$ cat config.mk
export PLATFORM = sky130hd
export DESIGN_NAME = cache_hier_ctrl
export DESIGN_NICKNAME = d
export VERILOG_FILES = /design/src/rtl/cache_hier_ctrl.sv
export SDC_FILE = /design/constraint.sdc
export NUM_CORES = 1
export LEC_CHECK = 0
export CORE_MARGIN = 2
export CORE_UTILIZATION = 50
export DETAILED_ROUTE_END_ITERATION = 16
export HOLD_SLACK_MARGIN = 0.15
export PLACE_DENSITY = 0.86
export RECOVER_POWER = 100
export SLEW_MARGIN = 15
export SYNTH_ARGS = -nofsm -noshare
export SYNTH_HDL_FRONTEND = slang
export SYNTH_SLANG_ARGS = --single-unit
export TNS_END_PERCENT = 30
$ cat constraint.sdc
create_clock -name clk -period 5.81 [get_ports clk]
set_input_delay 1.162 -clock clk [delete_from_list [all_inputs] [get_ports clk]]
set_output_delay 1.162 -clock clk [all_outputs]
set_load 0.005 [all_outputs]
$ cat src/rtl/cache_hier_ctrl.sv
// N-level cache hierarchy controller: probes levels in order, promotes hits into
// faster levels, falls back to main memory, and keeps saturating AMAT counters.
module cache_hier_ctrl #(
    parameter int ADDR_W = 11,
    parameter int DATA_W = 32,
    parameter int LEVELS = 2,
    parameter int CNT_W  = 32,
    parameter logic [8*(LEVELS+1)-1:0] LAT = {8'd100, 8'd10, 8'd1}
) (
    input  logic                     clk,
    input  logic                     rst_n,
    input  logic                     req_valid,
    output logic                     req_ready,
    input  logic [ADDR_W-1:0]        req_addr,
    output logic [LEVELS-1:0]        lvl_lookup,
    output logic [ADDR_W-1:0]        lvl_addr,
    input  logic [LEVELS-1:0]        lvl_hit,
    input  logic [LEVELS*DATA_W-1:0] lvl_data,
    input  logic [DATA_W-1:0]        mem_data,
    output logic [LEVELS-1:0]        fill_en,
    output logic [DATA_W-1:0]        fill_data,
    output logic                     resp_valid,
    input  logic                     resp_ready,
    output logic [DATA_W-1:0]        resp_data,
    output logic [2:0]               resp_level,
    input  logic                     clear_counters,
    input  logic [1:0]               cnt_sel,
    output logic [CNT_W-1:0]         cnt_hit,
    output logic [CNT_W-1:0]         cnt_miss,
    output logic [CNT_W-1:0]         access_count,
    output logic [CNT_W+7:0]         lat_sum
);

    typedef enum logic [2:0] {IDLE, PROBE, CHECK, MEM, FILL, RESP} state_t;

    state_t              state;
    logic [LEVELS-1:0]   cur;        // one-hot level currently being probed
    logic [LEVELS-1:0]   fill_mask;
    logic [2:0]          level_q;
    logic [DATA_W-1:0]   data_q;
    logic [CNT_W-1:0]    hit_cnt  [LEVELS];
    logic [CNT_W-1:0]    miss_cnt [LEVELS];

    logic                hit_now;
    logic [DATA_W-1:0]   sel_data;
    logic [2:0]          cur_num;
    logic                resp_entry;
    logic [2:0]          entry_level;
    logic [10:0]         lat_add;
    logic [CNT_W+8:0]    lat_ext;

    always_comb begin
        hit_now  = |(lvl_hit & cur);
        sel_data = '0;
        cur_num  = '0;
        for (int j = 0; j < LEVELS; j++) begin
            if (cur[j]) begin
                sel_data = lvl_data[j*DATA_W +: DATA_W];
                cur_num  = 3'(j);
            end
        end
        // Only an L1 hit skips FILL; every other path enters RESP from FILL.
        resp_entry  = (state == CHECK && hit_now && cur[0]) || (state == FILL);
        entry_level = (state == FILL) ? level_q : 3'd0;
        lat_add     = '0;
        for (int j = 0; j <= LEVELS; j++) begin
            if (3'(j) <= entry_level) lat_add = lat_add + 11'(LAT[8*j +: 8]);
        end
        lat_ext = {1'b0, lat_sum} + (CNT_W+9)'(lat_add);
    end

    always_comb begin
        cnt_hit  = '0;
        cnt_miss = '0;
        for (int j = 0; j < LEVELS; j++) begin
            if (cnt_sel == 2'(j)) begin
                cnt_hit  = hit_cnt[j];
                cnt_miss = miss_cnt[j];
            end
        end
    end

    always_ff @(posedge clk) begin
        if (!rst_n) begin
            state        <= IDLE;
            cur          <= '0;
            fill_mask    <= '0;
            level_q      <= '0;
            data_q       <= '0;
            req_ready    <= 1'b0;
            lvl_lookup   <= '0;
            lvl_addr     <= '0;
            fill_en      <= '0;
            fill_data    <= '0;
            resp_valid   <= 1'b0;
            resp_data    <= '0;
            resp_level   <= '0;
            access_count <= '0;
            lat_sum      <= '0;
            for (int j = 0; j < LEVELS; j++) begin
                hit_cnt[j]  <= '0;
                miss_cnt[j] <= '0;
            end
        end else begin
            case (state)
                IDLE: begin
                    if (req_valid && req_ready) begin
                        lvl_addr  <= req_addr;
                        cur       <= LEVELS'(1);
                        req_ready <= 1'b0;
                        state     <= PROBE;
                    end else begin
                        req_ready <= 1'b1;
                    end
                end
                PROBE: begin
                    lvl_lookup <= cur;
                    state      <= CHECK;
                end
                CHECK: begin
                    lvl_lookup <= '0;
                    if (hit_now) begin
                        data_q    <= sel_data;
                        level_q   <= cur_num;
                        fill_mask <= cur - LEVELS'(1);  // every level faster than the hit
                        state     <= cur[0] ? RESP : FILL;
                    end else if (cur[LEVELS-1]) begin
                        state <= MEM;
                    end else begin
                        cur   <= cur << 1;
                        state <= PROBE;
                    end
                end
                MEM: begin
                    data_q    <= mem_data;
                    level_q   <= 3'(LEVELS);
                    fill_mask <= '1;
                    state     <= FILL;
                end
                FILL: begin
                    fill_en   <= fill_mask;
                    fill_data <= data_q;
                    state     <= RESP;
                end
                RESP: begin
                    fill_en <= '0;
                    if (resp_valid && resp_ready) begin
                        resp_valid <= 1'b0;
                        req_ready  <= 1'b1;
                        state      <= IDLE;
                    end else begin
                        resp_valid <= 1'b1;
                        resp_data  <= data_q;
                        resp_level <= level_q;
                    end
                end
                default: state <= IDLE;
            endcase

            for (int j = 0; j < LEVELS; j++) begin
                if (clear_counters) begin
                    hit_cnt[j]  <= '0;
                    miss_cnt[j] <= '0;
                end else if (state == CHECK && cur[j]) begin
                    if (hit_now && hit_cnt[j] != '1)        hit_cnt[j]  <= hit_cnt[j] + 1'b1;
                    else if (!hit_now && miss_cnt[j] != '1) miss_cnt[j] <= miss_cnt[j] + 1'b1;
                end
            end

            if (clear_counters) begin
                access_count <= '0;
                lat_sum      <= '0;
            end else if (resp_entry) begin
                if (access_count != '1) access_count <= access_count + 1'b1;
                lat_sum <= lat_ext[CNT_W+8] ? '1 : lat_ext[CNT_W+7:0];
            end
        end
    end

endmodule

==> results of run 1 <==
kinds of logic (layout without fill, tap and decap cells):
family	count (synthesis)	in the layout
DFF	324	324
adders and majority gates	12	12
AOI/OAI and AO/OA	267	267
buffers and inverters	139	442
xor gates and xnor gates	165	165
and+or+nand+nor	898	898
muxes	68	68
other	1	5
critical path, stage by stage (launching register included):
cell and delay, ns:
dfxtp_1 0.30, clkbuf_1 1.48, a22o_1 0.48, nand3_1 0.19, a31o_1 0.71, nand2_1 0.84, clkbuf_1 0.72
per-layer routing:
metal  GRT usage  vias up
met4       0.127        0
met5           0        -
met3      0.0699      125
li1            -     7107
met2       0.450      721
met1       0.320     7131
stage by stage:
| stage | hold WS, ns | instance area (um^2) | util |
|---|---|---|---|
| CTS | 0.465 | 21500 | 0.658 |
| global route | 0.478 | 21400 | 0.657 |
| detailed placement | 0.457 | 20200 | 0.619 |
| global placement | 0.450 | 20200 | 0.619 |
| finish | 0.458 | 21400 | 0.657 |
| floorplan | 0.454 | 16600 | - |
path summary, 6_finish.rpt:
check / endpoint / slack, ns / cells past startpoint
worst max register to register: hit_cnt[1][9] / 0.70 / 6
worst max-delay path: hit_cnt[1][9] / 0.70 / 6
worst min-delay path: fill_data[5] / 0.46 / 2
worst min register to register: fill_data[5] / 0.46 / 2
layout by cell type (no fill, tap or decap), types with 38 or more instances in the layout:
cell type	netlist	layout
nor2_1	291	288
nand2_1	248	248
dlygate4sd3_1	0	220
dfxtp_1	196	196
edfxtp_1	128	128
clkdlybuf4s50_1	0	111
a21oi_1	90	89
a21boi_0	84	84
xnor2_1	83	83
xor2_1	82	82
nor3_1	73	74
nand3_1	69	69
mux2i_1	68	68
nand4_1	54	54
clkbuf_16	0	38
sequential cells by signal, summed over array words and instances, names as in the netlist, 3 cells and up:
| register | cells |
|---|---|
| resp_data | 32 |
| data_q | 32 |
| lvl_addr | 11 |
| fill_data | 32 |
| miss_cnt | 64 |
| state | 3 |
| access_count | 32 |
| lat_sum | 40 |
| hit_cnt | 64 |
synthesized netlist by cell type (54+ instances only):
cell type | n | area share
a21boi_0 | 84 | 0.038
a21oi_1 | 90 | 0.027
clkbuf_1 | 95 | 0.021
dfxtp_1 | 196 | 0.24
edfxtp_1 | 128 | 0.23
mux2i_1 | 68 | 0.041
nand2_1 | 248 | 0.056
nand3_1 | 69 | 0.021
nand4_1 | 54 | 0.020
nor2_1 | 291 | 0.066
nor3_1 | 73 | 0.022
xnor2_1 | 83 | 0.044
xor2_1 | 82 | 0.043
where the power goes:
group / switching, W / internal, W
Sequential: 0.0000682 / 0.00241
Clock: 0.000959 / 0.00147
Combinational: 0.000145 / 0.000169
Total: 0.00117 / 0.00405
layout make-up:
| type | instances | area (um^2) |
|---|---|---|
| Timing Repair Buffer | 350 | 3430 |
| Multi-Input combinational cell | 1411 | 8320 |
| Clock inverter | 20 | 250 |
| Tap cell | 442 | 553 |
| Sequential cell | 324 | 7770 |
| Clock buffer | 47 | 1010 |
| Antenna cell | 4 | 10.0 |
| Inverter | 25 | 93.8 |
| Fill cell | 2552 | 11200 |
==> reports/qor.yml, run 1 <==
floorplanning:
  dieWidth_um: 186
  initial_core_util: 0.509
  ioPinCount: 336
  dieHeight_um: 186
  num_rows: 66
  core_area_um2: 32600
  die_area_um2: 34700
detailed_routing:
  vias: 15100
  drt_iter0_drc: 1238
  vias_per_cell: 5.75
  drc: 0
  wirelength_mm: 47.3
  postRouteAntennaNets: 0
  wl_met3_mm: 4.42
  wl_per_cell_um: 18.0
  top_layer: "met4"
  drtPass1Iterations: 6
  wl_met1_mm: 18.0
  met2_length_mm: 22.9
yosys:
  ys_seq_area_frac: 0.468
  ys_ff_latch: 324
  synthXorXnorAreaFrac: 0.0870
  ys_warn_count: 0
  synth_area_per_cell_um2: 8.86
  synth-compound-area-share: 0.109
  async_reset_ff_frac: 0
  yosys.area_share.simple: 0.253
  synth_fa_ha_area_frac: 0.00949
  netlist_area_um2: 16600
  synth_top_family_by_area: "simple AND/OR/NAND/NOR gates"
  synth.area.mux_share: 0.0410
  ys_dominant_reg_cell: "dfxtp_1"
  synthCells: 1874
  synth_cell_types: 64
  syn-num-nets: 2002
  synth_edf_count: 128
sta:
  fin_worst_skew_ns: 0.0284
  worst_slew_pin_slew_ns: 2.10
  clock.fmax_mhz: 196
  finalWorstSetupSlack_ns: 0.703
  min_period_ns: 5.11
  finalSetupTns_ns: 0
  finalMaxSlewViolations: 229
  hold_viol: 0
  setup_violations: 0
  period_share: 0.879
  grt_setup_unrepaired: "no"
  relSlewSlack: -0.402
critical_path:
  startpoint: "cur[1]"
  endpoint_kind: "register"
  cp.required_ns: 5.95
  critPathMaxFanout: 42
  cp-start-kind: "register"
  worstSetupPathType: "reg2reg"
  arrival_ns: 5.25
  reg2reg_from: "cur[1]"
cts:
  clk_pin_slew_worst_paths_ns: 0.06
  cts_resized: 0
  cts_root_buf: "clkbuf_16"
  holdBufCountCts: 0
  cts_buffers: 37
  cts_tree: "done"
  ctsHtreeMaxLevel: 2
  clock-sinks: 324
  cts_buffer_depth: 3
  post-cts-setup-buffers: 0
  insertion_delay_ns: 0.54
hold_path:
  worstHoldPathType: "reg2reg"
  hold_start: "fill_data[5]"
placement:
  place_ws_ns: 1.39
  hpwl_mm: 33.1
  place.port_buffers: 334
  dp.cells: 2552
  place_congestion: 0.905
pwr:
  p_leak_nw: 7.87
  power_w: 0.00522
  ir_worst_vdd_v: 0.000191
  powerDensity_nw_per_um2: 244
global_route:
  grt_pass1_vias: 14400
  overflow: 0
  grt.total_usage: 0.267
  antenna_found_initial: 3
  grt_pass1_wl_mm: 74.0
  grt_max_degree: 92
final_layout:
  final_cells: 2623
  drive_gt1_frac: 0.0413
  num-nets-final: 2277
  area_delta_synth_final_pct: 29.1
flow_run:
  drv_cap: 6
outcome:
  failed_checks: "capacitance limit, slew limit"
  status: "finished, violations left"
(Power assumes the default switching activity.)
==> inputs of run 2 (changes only) <==
Settings changed: CORE_UTILIZATION 50 to 25, CTS_BUF_LIST from default to sky130_fd_sc_hd__clkbuf_4 sky130_fd_sc_hd__clkbuf_8, PLACE_DENSITY 0.86 to 0.53.
==> run 2 against run 1 <==
- the run still ends with capacitance limit, slew limit left
- clock-buffer cell count grew 48
- first-iteration DRC count shrank 41%
- final cell count increased by 18%
==> reports/qor.yml, run 2 (synthesis gave the netlist of run 1 again) <==
critical_path:
  crit_end: "cnt_hit[31]"
  worstSetupPathType: "in2out"
  reg2regPathDepth: 10
  critPathMaxFanout: 64
  cp.required_ns: 4.65
  reg2reg_to: "lat_sum[29]"
  startpoint: "cnt_sel[0]"
  cp-start-kind: "input pin"
  reg2reg_from: "state[2]"
  endpoint_kind: "primary output"
  r2r_slack_ns: 1.01
  arrival_ns: 3.90
final_layout:
  area_delta_synth_final_pct: 32.6
  num-nets-final: 2304
  layout_commonest_cell: "nor2_1"
  drive_gt1_frac: 0.0647
  top_regs: "hit_cnt (64), miss_cnt (64), lat_sum (40)"
  fill_cells: 6700
  multiInputGateArea_um2: 8320
  seqCellArea_um2: 7770
  final_cell_mix: "nor2_1, nand2_1, dlygate4sd3_1"
floorplanning:
  ioPinCount: 336
  num_rows: 94
  core_area_um2: 65700
  initial_core_util: 0.253
  dieWidth_um: 262
  dieHeight_um: 262
  die_area_um2: 68500
detailed_routing:
  wl_met3_mm: 3.64
  postRouteAntennaNets: 0
  wirelength_mm: 52.2
  wl_met1_mm: 22.8
  vias: 14700
  top_layer: "met5"
  met2_length_mm: 24.5
  wl_per_cell_um: 16.9
  drt_iter0_drc: 730
  drtPass1Iterations: 4
  drc: 0
  vias_per_cell: 4.76
sta:
  relSlewSlack: -1.23
  min_period_ns: 5.06
  setup_violations: 0
  period_share: 0.871
  finalSetupTns_ns: 0
  finalWorstSetupSlack_ns: 0.752
  finalMaxSlewViolations: 334
  grt_setup_unrepaired: "no"
  hold_viol: 0
  worst_slew_pin_slew_ns: 3.34
  fin_worst_skew_ns: 0.0474
  clock.fmax_mhz: 198
global_route:
  overflow: 0
  grt_max_degree: 74
  grt_pass1_wl_mm: 81.2
  antenna_found_initial: 3
  grt.total_usage: 0.149
  grt_pass1_vias: 14400
cts:
  cts_buffers: 61
  ctsHtreeMaxLevel: 2
  cts_tree: "done"
  cts_root_buf: "clkbuf_8"
  clk_pin_slew_worst_paths_ns: 0.05
  cts_resized: 0
  cts_buffer_depth: 3
  clock-sinks: 324
  holdBufCountCts: 0
  post-cts-setup-buffers: 0
  insertion_delay_ns: 0.67
placement:
  place.port_buffers: 334
  place_ws_ns: 1.35
  hpwl_mm: 37.6
  place_congestion: 0.812
outcome:
  failed_checks: "capacitance limit, slew limit"
  status: "finished, violations left"
flow_run:
  drv_cap: 6
pwr:
  powerDensity_nw_per_um2: 235
  ir_worst_vdd_v: 0.000141
  p_leak_nw: 7.94
  power_w: 0.00518
hold_path:
  worstHoldPathType: "reg2reg"
-- run 2: cell count changes in the layout (fill, tap and decap cells not counted), sizes merged --
cell / change
diode: -2
dlygate4sd3: -1
bufinv: -3
clkdlybuf4s50: +1
buf: +3
clkinvlp: +2
inv: -4
clkbuf: +48
clkinv: +1
-- run 2: through the flow --
step	instance area, um^2	cells	utilization	hold slack [ns]
6_report	22000	3090	0.335	0.461
5_1_grt	22000	3089	0.335	0.479
4_1_cts	22100	3088	0.336	0.467
3_5_place_dp	20800	2977	0.316	0.460
3_3_place_gp	20800	2977	0.316	0.453
2_1_floorplan	16600	1874	-	0.454
-- run 2: power breakdown --
part | total (W) | internal (W) | switching, W
registers | 0.00248 | 0.00241 | 0.0000680
logic | 0.000329 | 0.000175 | 0.000154
clock network | 0.00238 | 0.00135 | 0.00103
-- run 2: how the worst min path moves through the flow --
| stage | cells after the start | end | start | slack (ns) |
|---|---|---|---|---|
| floorplan | 2 | resp_level[0] | level_q[0] | 0.45 |
| global placement | 2 | fill_data[31] | fill_data[31] | 0.45 |
| detailed placement | 2 | fill_data[13] | fill_data[13] | 0.46 |
| CTS | 2 | fill_data[13] | fill_data[13] | 0.47 |
| global route | 2 | resp_data[25] | data_q[25] | 0.48 |
| finish | 2 | fill_data[13] | fill_data[13] | 0.46 |
-- run 2: critical path, cell delays in order --
cell	delay, ns
clkbuf_2	1.52
mux2i_1	0.41
nor2_1	0.19
dlygate4sd3_1	0.58
-- run 2: area by class of cell --
type / instances / share of cell area
flip-flops and latches: 324 / 0.353
clock inverters: 16 / 0.00687
inverters: 25 / 0.00426
well taps: 864 / 0.0491
diodes: 2 / 0.000227
multi-input cells: 1411 / 0.378
clock buffers: 95 / 0.0523
repair buffers: 353 / 0.157
-- run 2: routing by layer --
layer  vias to the layer above  GRT usage
li1                       7192          -
met1                      7026      0.188
met2                       403      0.247
met3                        82     0.0429
met4                         2     0.0439
met5                         -          0
==> inputs of run 3 (changes only) <==
Clock period 5.81 ns to 6.55 ns, I/O delays scaled along.
==> run 3 against run 2 <==
- the run still ends with capacitance limit, slew limit left
- core utilization barely moved
- hold slack is essentially flat
- first-iteration DRC count fell by 8.6%
- largest cell class unchanged
==> reports/qor.yml, run 3 (synthesis gave the netlist of run 1 again) <==
outcome:
  status: "finished, violations left"
  failed_checks: "capacitance limit, slew limit"
flow_run:
  drv_cap: 7
sta:
  fin_worst_skew_ns: 0.0520
  min_period_ns: 5.18
  finalMaxSlewViolations: 361
  worst_slew_pin_slew_ns: 3.11
  setup_violations: 0
  grt_setup_unrepaired: "no"
  clock.fmax_mhz: 193
  relSlewSlack: -1.07
  finalSetupTns_ns: 0
  hold_viol: 0
  period_share: 0.790
detailed_routing:
  postRouteAntennaNets: 0
  wl_per_cell_um: 17.0
  vias: 14700
  vias_per_cell: 4.74
  drc: 0
  drt_iter0_drc: 667
  wirelength_mm: 52.6
  drtPass1Iterations: 5
critical_path:
  path_delay_family: "buffers and inverters"
  cp.depth: 4
  crit_end: "cnt_miss[21]"
  critPathSlowestCell: "clkbuf_2"
  arrival_ns: 3.87
  path_buf_inv: 2
  worstPathCellList: "clkbuf_2, mux2i_1, nor2_1, dlygate4sd3_1"
  reg2regPathDepth: 10
  cp.required_ns: 5.24
  slowest_delay_ns: 1.46
  critPathMaxFanout: 64
  reg2reg_to: "lat_sum[39]"
  cp-start-kind: "input pin"
  r2r_slack_ns: 1.69
  worstSetupPathType: "in2out"
  startpoint: "cnt_sel[0]"
  endpoint_kind: "primary output"
  reg2reg_from: "state[2]"
floorplanning:
  initial_core_util: 0.253
  core_area_um2: 65700
  die_area_um2: 68500
  dieHeight_um: 262
  ioPinCount: 336
  num_rows: 94
  dieWidth_um: 262
global_route:
  overflow: 0
  grt.total_usage: 0.149
  antenna_found_initial: 3
  grt_pass1_vias: 14400
  grt_pass1_wl_mm: 81.2
  grt_max_degree: 80
final_layout:
  multiInputGateArea_um2: 8320
  drive_gt1_frac: 0.0646
  area_delta_synth_final_pct: 32.6
  final_cell_mix: "nor2_1, nand2_1, dlygate4sd3_1"
  final_cells: 3094
  layout_commonest_cell: "nor2_1"
  top_regs: "hit_cnt (64), miss_cnt (64), lat_sum (40)"
  fill_cells: 6772
  seqCellArea_um2: 7770
  num-nets-final: 2309
cts:
  ctsHtreeMaxLevel: 2
  cts_buffer_depth: 3
  insertion_delay_ns: 0.66
  cts_buffers: 60
  post-cts-setup-buffers: 0
  holdBufCountCts: 0
  cts_tree: "done"
  cts_resized: 0
  cts_root_buf: "clkbuf_8"
  clock-sinks: 324
  clk_pin_slew_worst_paths_ns: 0.06
placement:
  place_congestion: 0.816
  hpwl_mm: 37.8
  place.port_buffers: 334
  dp.cells: 2983
hold_path:
  worstHoldPathType: "reg2reg"
pwr:
  p_leak_nw: 7.94
  ir_worst_vdd_v: 0.000139
  powerDensity_nw_per_um2: 207
run 3: cell count changes in the layout (fill, tap and decap cells not counted), moves of 2 or more:
cell,change
clkbuf_4,-4
buf_4,+5
clkinv_1,+2
clkbuf_8,+2
run 3: final cells by class:
class | instances | share of cell area
clock inverters | 17 | 0.00551
diodes | 1 | 0.000114
flip-flops and latches | 324 | 0.353
well taps | 864 | 0.0491
inverters | 25 | 0.00426
multi-input cells | 1411 | 0.378
clock buffers | 93 | 0.0521
repair buffers | 359 | 0.159
run 3: worst min-delay path: cells and delay by family (launching register included):
family | cells | cell delay, ns
AOI/OAI and AO/OA | 1 | 0.06
DFF | 1 | 0.32
and+or+nand+nor | 1 | 0.06
run 3: stage by stage:
stage               hold slack (ns)  worst slack, ns  cell area (um^2)  utilization  total power, W
floorplan                     0.454             2.83             16600            -         0.00236
global route                  0.489            0.985             22000        0.335         0.00475
finish                        0.462             1.37             22000        0.335         0.00455
detailed placement            0.457             1.76             20800        0.316         0.00254
global placement              0.453             1.79             20800        0.316         0.00253
CTS                           0.438             2.11             22100        0.336         0.00465
run 3: how the worst min path moves through the flow:
| stage | startpoint | to | cells after the start |
|---|---|---|---|
| final | data_q[5] | resp_data[5] | 2 |
| after global routing | resp_data[12] | resp_data[12] | 2 |
| after CTS | data_q[5] | resp_data[5] | 2 |
| after detailed placement | resp_data[13] | resp_data[13] | 2 |
| after global placement | fill_data[28] | fill_data[28] | 2 |
| after floorplan | level_q[0] | resp_level[0] | 2 |
run 3: power by group:
group	total, W	switching (W)	internal (W)
Combinational	0.000289	0.000133	0.000155
Clock	0.00207	0.000915	0.00115
Sequential	0.00220	0.0000602	0.00214
run 3: metal layers:
layer	vias up	part of all wire	global-route usage
li1	7189	-	-
met1	7007	0.44	0.190
met2	405	0.47	0.247
met3	74	0.068	0.0420
met4	0	0.022	0.0407
met5	-	0	0
==> RTL change 1 (flow settings as in run 2) <==
`LEVELS`: 2 -> 4.
--- a/src/rtl/cache_hier_ctrl.sv
+++ b/src/rtl/cache_hier_ctrl.sv
@@ -3,7 +3,7 @@
 module cache_hier_ctrl #(
     parameter int ADDR_W = 11,
     parameter int DATA_W = 32,
-    parameter int LEVELS = 2,
+    parameter int LEVELS = 4,
     parameter int CNT_W  = 32,
     parameter logic [8*(LEVELS+1)-1:0] LAT = {8'd100, 8'd10, 8'd1}
 ) (
Ports: changed (resized fill_en, lvl_data, lvl_hit and lvl_lookup); port bits go from 336 to 406. The function was not compared with the original's and may differ.
==> RTL change 1 against run 2 <==
- the flow still finishes with violations (max-capacitance violations, max-slew violations)
- register-to-register slack better by 220 ps
- setup slack gained 220 ps
- synthesized cell count rose by 37%
- cell area rose by 46%
- total power up 45%
- synthesized area grew 50%
- global-route usage rose by 1.5 points
- routed wire length increased by 64%
- sequential cell count grew 138
- largest power group unchanged
- highest routed layer unchanged
==> RTL change 1: results (changes against run 2) <==
----------------------------------------------------
[Worst setup path]
  Worst reg2reg endpoint ... lat_sum[31]$_SDFFE_PP0P_ (was lat_sum[29]$_SDFFE_PP0P_)
  Crit path arrival time ... 3670 ps (was 3900 ps)
  Max incr delay on CP ... 940 ps (was 1520 ps)
  Launch instance of the worst register-to-register path ... state[1]$_SDFFE_PN0P_ (was state[2]$_SDFFE_PN0P_)
  R2R cell count ... 6 (was 10)
  Largest fanout on the critical path ... 36 (was 64)
  Worst-case register-to-register setup slack ... 1230 ps (was 1010 ps)

[CTS]
  H-tree level count ... 3 (was 2)
  Number of buffers added by the clock tree synthesis step ... 87 (was 61)

[Detailed routing]
  First-pass DRT Iterations ... 5 (was 4)
  Met1 wire length ... 38500 um (was 22800 um)
  Via-to-Cell Ratio ... 4.79 (was 4.76)
  DR WL met2 ... 38400 um (was 24500 um)
  Sum of met3 wire segment lengths after detailed routing ... 5810 um (was 3640 um)
  Drt first-iter violations ... 1797 (was 730)

[Layout]
  Nets ... 3162 (was 2304)
  Fillers ... 10300 (was 6700)

[Run status]
  Outcome ... finished, violations left (unchanged)
  Failing checks ... max-capacitance violations, max-slew violations (unchanged)

[Synth]
  Top post-synthesis cells by area ... sky130_fd_sc_hd__edfxtp_1 (31%), sky130_fd_sc_hd__dfxtp_1 (17%), sky130_fd_sc_hd__xor2_1 (5.9%) (was sky130_fd_sc_hd__dfxtp_1 (24%), sky130_fd_sc_hd__edfxtp_1 (23%), sky130_fd_sc_hd__nor2_1 (6.6%))
  Compound-Gate Fraction of Synth Area ... 0.0951 (was 0.109)
  Portion of the post-synthesis area used by sequential elements ... 0.473 (was 0.468)
  Number of synthesized flops with an enable pin ... 256 (was 128)
  Mean instance size in the synthesized netlist ... 9.70 um2 (was 8.86 um2)
  Net Count, Synth ... 2771 (was 2002)
  Xor-xnor portion of the synthesized cell area ... 0.101 (was 0.0870)
  Unique masters post-synth ... 72 (was 64)

[Global routing]
  Number of global-route vias before repair ... 20300 (was 14400)
  Total GRT Usage ... 0.164 (was 0.149)
  Fraction of met2 tracks used by global routing ... 0.256 (was 0.247)
  Met3 usage in global routing ... 0.0350 (was 0.0429)
  Antenna violations before repair ... 9 (was 3)

[Placed design]
  Post-place instance area ... 0.0304 mm2 (was 0.0208 mm2)
  RePlAce Congestion ... 0.846 (was 0.812)
  Placed Cells ... 4161 (was 2977)
  Dpl hpwl ... 62700 um (was 37600 um)

[Power and ir drop]
  Peak supply drop ... 0.000145 V (was 0.000141 V)
  LEAKAGE ... 11.1 nW (was 7.94 nW)

[Timing]
  Final Hold Slack ... 456 ps (was 461 ps)
  Post-Route Skew ... 33.7 ps (was 47.4 ps)
  Final number of max-transition violations ... 226 (was 334)
  Worst slew margin relative to its limit ... -0.488 (was -1.23)

[Job]
  Max capacitance violation total ... 8 (was 6)

----------------------------------------------------
## RTL change 1: cell types whose count changed after synthesis, moves of 25 or more
cell and change:
sky130_fd_sc_hd__mux4_2 +64, sky130_fd_sc_hd__nand3_1 +84, sky130_fd_sc_hd__a21oi_1 -46, sky130_fd_sc_hd__and3_1 +44
sky130_fd_sc_hd__o211ai_1 +28, sky130_fd_sc_hd__inv_1 +25, sky130_fd_sc_hd__xnor2_1 +38, sky130_fd_sc_hd__nor3_1 -33
sky130_fd_sc_hd__edfxtp_1 +128, sky130_fd_sc_hd__xor2_1 +85, sky130_fd_sc_hd__nand2_1 +133, sky130_fd_sc_hd__a22oi_1 +59
sky130_fd_sc_hd__nor2_1 +53, sky130_fd_sc_hd__mux2i_1 -66
## RTL change 1: power by group
part	total (mW)	leakage [nW]	switching (mW)	internal, mW
sequential	3.67	4.51	0.139	3.53
combinational	0.507	5.68	0.219	0.288
clock	3.36	0.957	1.48	1.87
## RTL change 1: final cells by class
type,instances,area [um2],area share
tap,1287,1610,0.0502
timing repair buffer,443,4300,0.134
antenna,5,12.5,0.000390
multi-input combinational,1919,12300,0.384
clock buffer,126,1570,0.0490
inverter,50,188,0.00585
clock inverter,29,243,0.00757
sequential,462,11800,0.369
## RTL change 1: how the worst max path moves through the flow
| stage | endpoint | cells after the start |
|---|---|---|
| final | cnt_hit[16] | 4 |
| after global routing | hit_cnt[0][20]$_SDFFCE_PN0P_ | 8 |
| after CTS | cnt_hit[16] | 4 |
| after detailed placement | cnt_hit[12] | 4 |
| after global placement | cnt_hit[15] | 4 |
| after floorplan | cnt_hit[0] | 4 |
==> RTL change 2 (flow settings as in run 2) <==
Made on the original files. Put a register stage on the output `cnt_hit`, cleared by the reset. The value now appears one clock later. The other outputs are not delayed to match.
--- a/src/rtl/cache_hier_ctrl.sv
+++ b/src/rtl/cache_hier_ctrl.sv
@@ -32,6 +32,8 @@
 );
 
     typedef enum logic [2:0] {IDLE, PROBE, CHECK, MEM, FILL, RESP} state_t;
+
+    logic [CNT_W-1:0] cnt_hit_d;
 
     state_t              state;
     logic [LEVELS-1:0]   cur;        // one-hot level currently being probed
@@ -70,11 +72,11 @@
     end
 
     always_comb begin
-        cnt_hit  = '0;
+        cnt_hit_d = '0;
         cnt_miss = '0;
         for (int j = 0; j < LEVELS; j++) begin
             if (cnt_sel == 2'(j)) begin
-                cnt_hit  = hit_cnt[j];
+                cnt_hit_d = hit_cnt[j];
                 cnt_miss = miss_cnt[j];
             end
         end
@@ -177,5 +179,13 @@
         end
     end
 
+    always_ff @(posedge clk) begin
+        if (!rst_n) begin
+            cnt_hit <= '0;
+        end else begin
+            cnt_hit <= cnt_hit_d;
+        end
+    end
+
 endmodule
 
Behaviour: no difference found for any inputs over 4 cycles, from zero or initial values and one cycle with rst_n low; that may be too few to reach the edited logic, so the function may still have changed.
==> RTL change 2 against run 2 <==
- the run still ends with max-capacitance violations, max-slew violations left
- critical path depth stayed put
- total power grew 12%
- setup slack gained 220 ps
- synthesized area up 7.4%
- cell count up 5.6%
- sequential power rose by 9.3%
- combinational power grew 1%
- cell area increased by 6.9%
- sequential cell count grew 32
- non-clock buffer count rose by 9
- global-route usage rose by 0.33 points
- clock skew is 12 ps lower
- hold slack better by 1.9 ps
- routed wire length increased by 11%
- largest cell class unchanged
- largest power group is now the clock network
==> RTL change 2: results (changes against run 2) <==
----------------------------------------------------
[Detailed routing]
  Drt first-iter violations ... 983 (was 730)
  Met1 wire length ... 25800 um (was 22800 um)
  DR WL met2 ... 26400 um (was 24500 um)

[Global routing]
  Global-route wire length before repair ... 88700 um (was 81200 um)
  Met1 layer usage reported by global route ... 0.197 (was 0.188)
  Met3 usage in global routing ... 0.0508 (was 0.0429)
  Pin count of the biggest net entering global routing ... 127 (was 74)

[Synth]
  Unique masters post-synth ... 79 (was 64)
  Mux cell area share after synthesis ... 0.0427 (was 0.0410)
  Top post-synthesis cells by area ... sky130_fd_sc_hd__dfxtp_1 (26%), sky130_fd_sc_hd__edfxtp_1 (22%), sky130_fd_sc_hd__nand2_1 (6.3%) (was sky130_fd_sc_hd__dfxtp_1 (24%), sky130_fd_sc_hd__edfxtp_1 (23%), sky130_fd_sc_hd__nor2_1 (6.6%))

[Worst hold path]
  Hold path startpoint ... resp_data[10]$_SDFFE_PN0P_ (was fill_data[13]$_SDFFE_PN0N_)
  End point of the most critical hold path ... resp_data[10]$_SDFFE_PN0P_ (was fill_data[13]$_SDFFE_PN0N_)

[Worst setup path]
  Worst-case register-to-register setup slack ... 990 ps (was 1010 ps)
  R2R cell count ... 7 (was 10)
  Critical Path Slowest Stage Cell ... sky130_fd_sc_hd__clkbuf_1 (was sky130_fd_sc_hd__clkbuf_2)
  Worst reg2reg endpoint ... access_count[12]$_SDFFE_PP0P_ (was lat_sum[29]$_SDFFE_PP0P_)
  Startpoint of the worst setup timing path ... rst_n (was cnt_sel[0])
  Kind of end point of the critical path ... flip-flop (was output pin)
  Critical path destination ... state[2]$_SDFFE_PN0P_ (was cnt_hit[31])

[CTS]
  H-tree level count ... 3 (was 2)
  Clock latency reported for the late side of the worst-skew pair ... 650 ps (was 670 ps)

[Layout]
  Nets ... 2400 (was 2304)
  Fillers ... 7217 (was 6700)

[Placed design]
  RePlAce Congestion ... 0.853 (was 0.812)

[Job]
  Max capacitance violation total ... 3 (was 6)

[Run status]
  Outcome ... finished, violations left (unchanged)
  Failing checks ... max-capacitance violations, max-slew violations (unchanged)

[Timing]
  Final number of max-transition violations ... 168 (was 334)

----------------------------------------------------
-- RTL change 2: changes by cell type after synthesis, moves of 24 or more --
cell and delta:
sky130_fd_sc_hd__o31ai_1 +26, sky130_fd_sc_hd__nand2_1 +51, sky130_fd_sc_hd__dfxtp_1 +32, sky130_fd_sc_hd__xnor2_1 -32
sky130_fd_sc_hd__a221oi_1 -31, sky130_fd_sc_hd__or4_1 +34, sky130_fd_sc_hd__nor2_1 -69, sky130_fd_sc_hd__o211ai_1 +36
sky130_fd_sc_hd__a21oi_1 -46, sky130_fd_sc_hd__a21boi_0 +32, sky130_fd_sc_hd__nor2b_1 -33, sky130_fd_sc_hd__nor3_1 -38
sky130_fd_sc_hd__a221o_1 +31, sky130_fd_sc_hd__xor2_1 -24
-- RTL change 2: layout make-up --
type	instances	share of cell area
antenna	2	0.000213
clock buffer	108	0.0570
clock inverter	15	0.00723
inverter	39	0.00622
multi-input combinational	1441	0.374
sequential	356	0.357
tap	940	0.0499
timing repair buffer	362	0.149
-- RTL change 2: worst max-delay path: cells and delay by family --
family / cells / cell delay (ps)
buffers and inverters: 3 / 3760
AO/OA/AOI/OAI: 1 / 440
-- RTL change 2: power by group --
| part | internal [mW] | leakage, nW | switching (mW) |
|---|---|---|---|
| clock network | 1.61 | 0.796 | 1.14 |
| logic | 0.170 | 4.27 | 0.163 |
| registers | 2.64 | 3.27 | 0.0687 |
| total | 4.41 | 8.33 | 1.37 |
-- RTL change 2: metrics by stage --
step	cell area (um2)	utilization	cells	setup WS [ps]	hold WS (ps)
finish	23600	0.335	3263	970	463
global route	23500	0.335	3262	652	487
CTS	23600	0.335	3260	1500	468
detailed placement	22100	0.314	3137	1220	459
global placement	22100	0.314	3137	1220	452
floorplan	17800	-	1968	2210	451
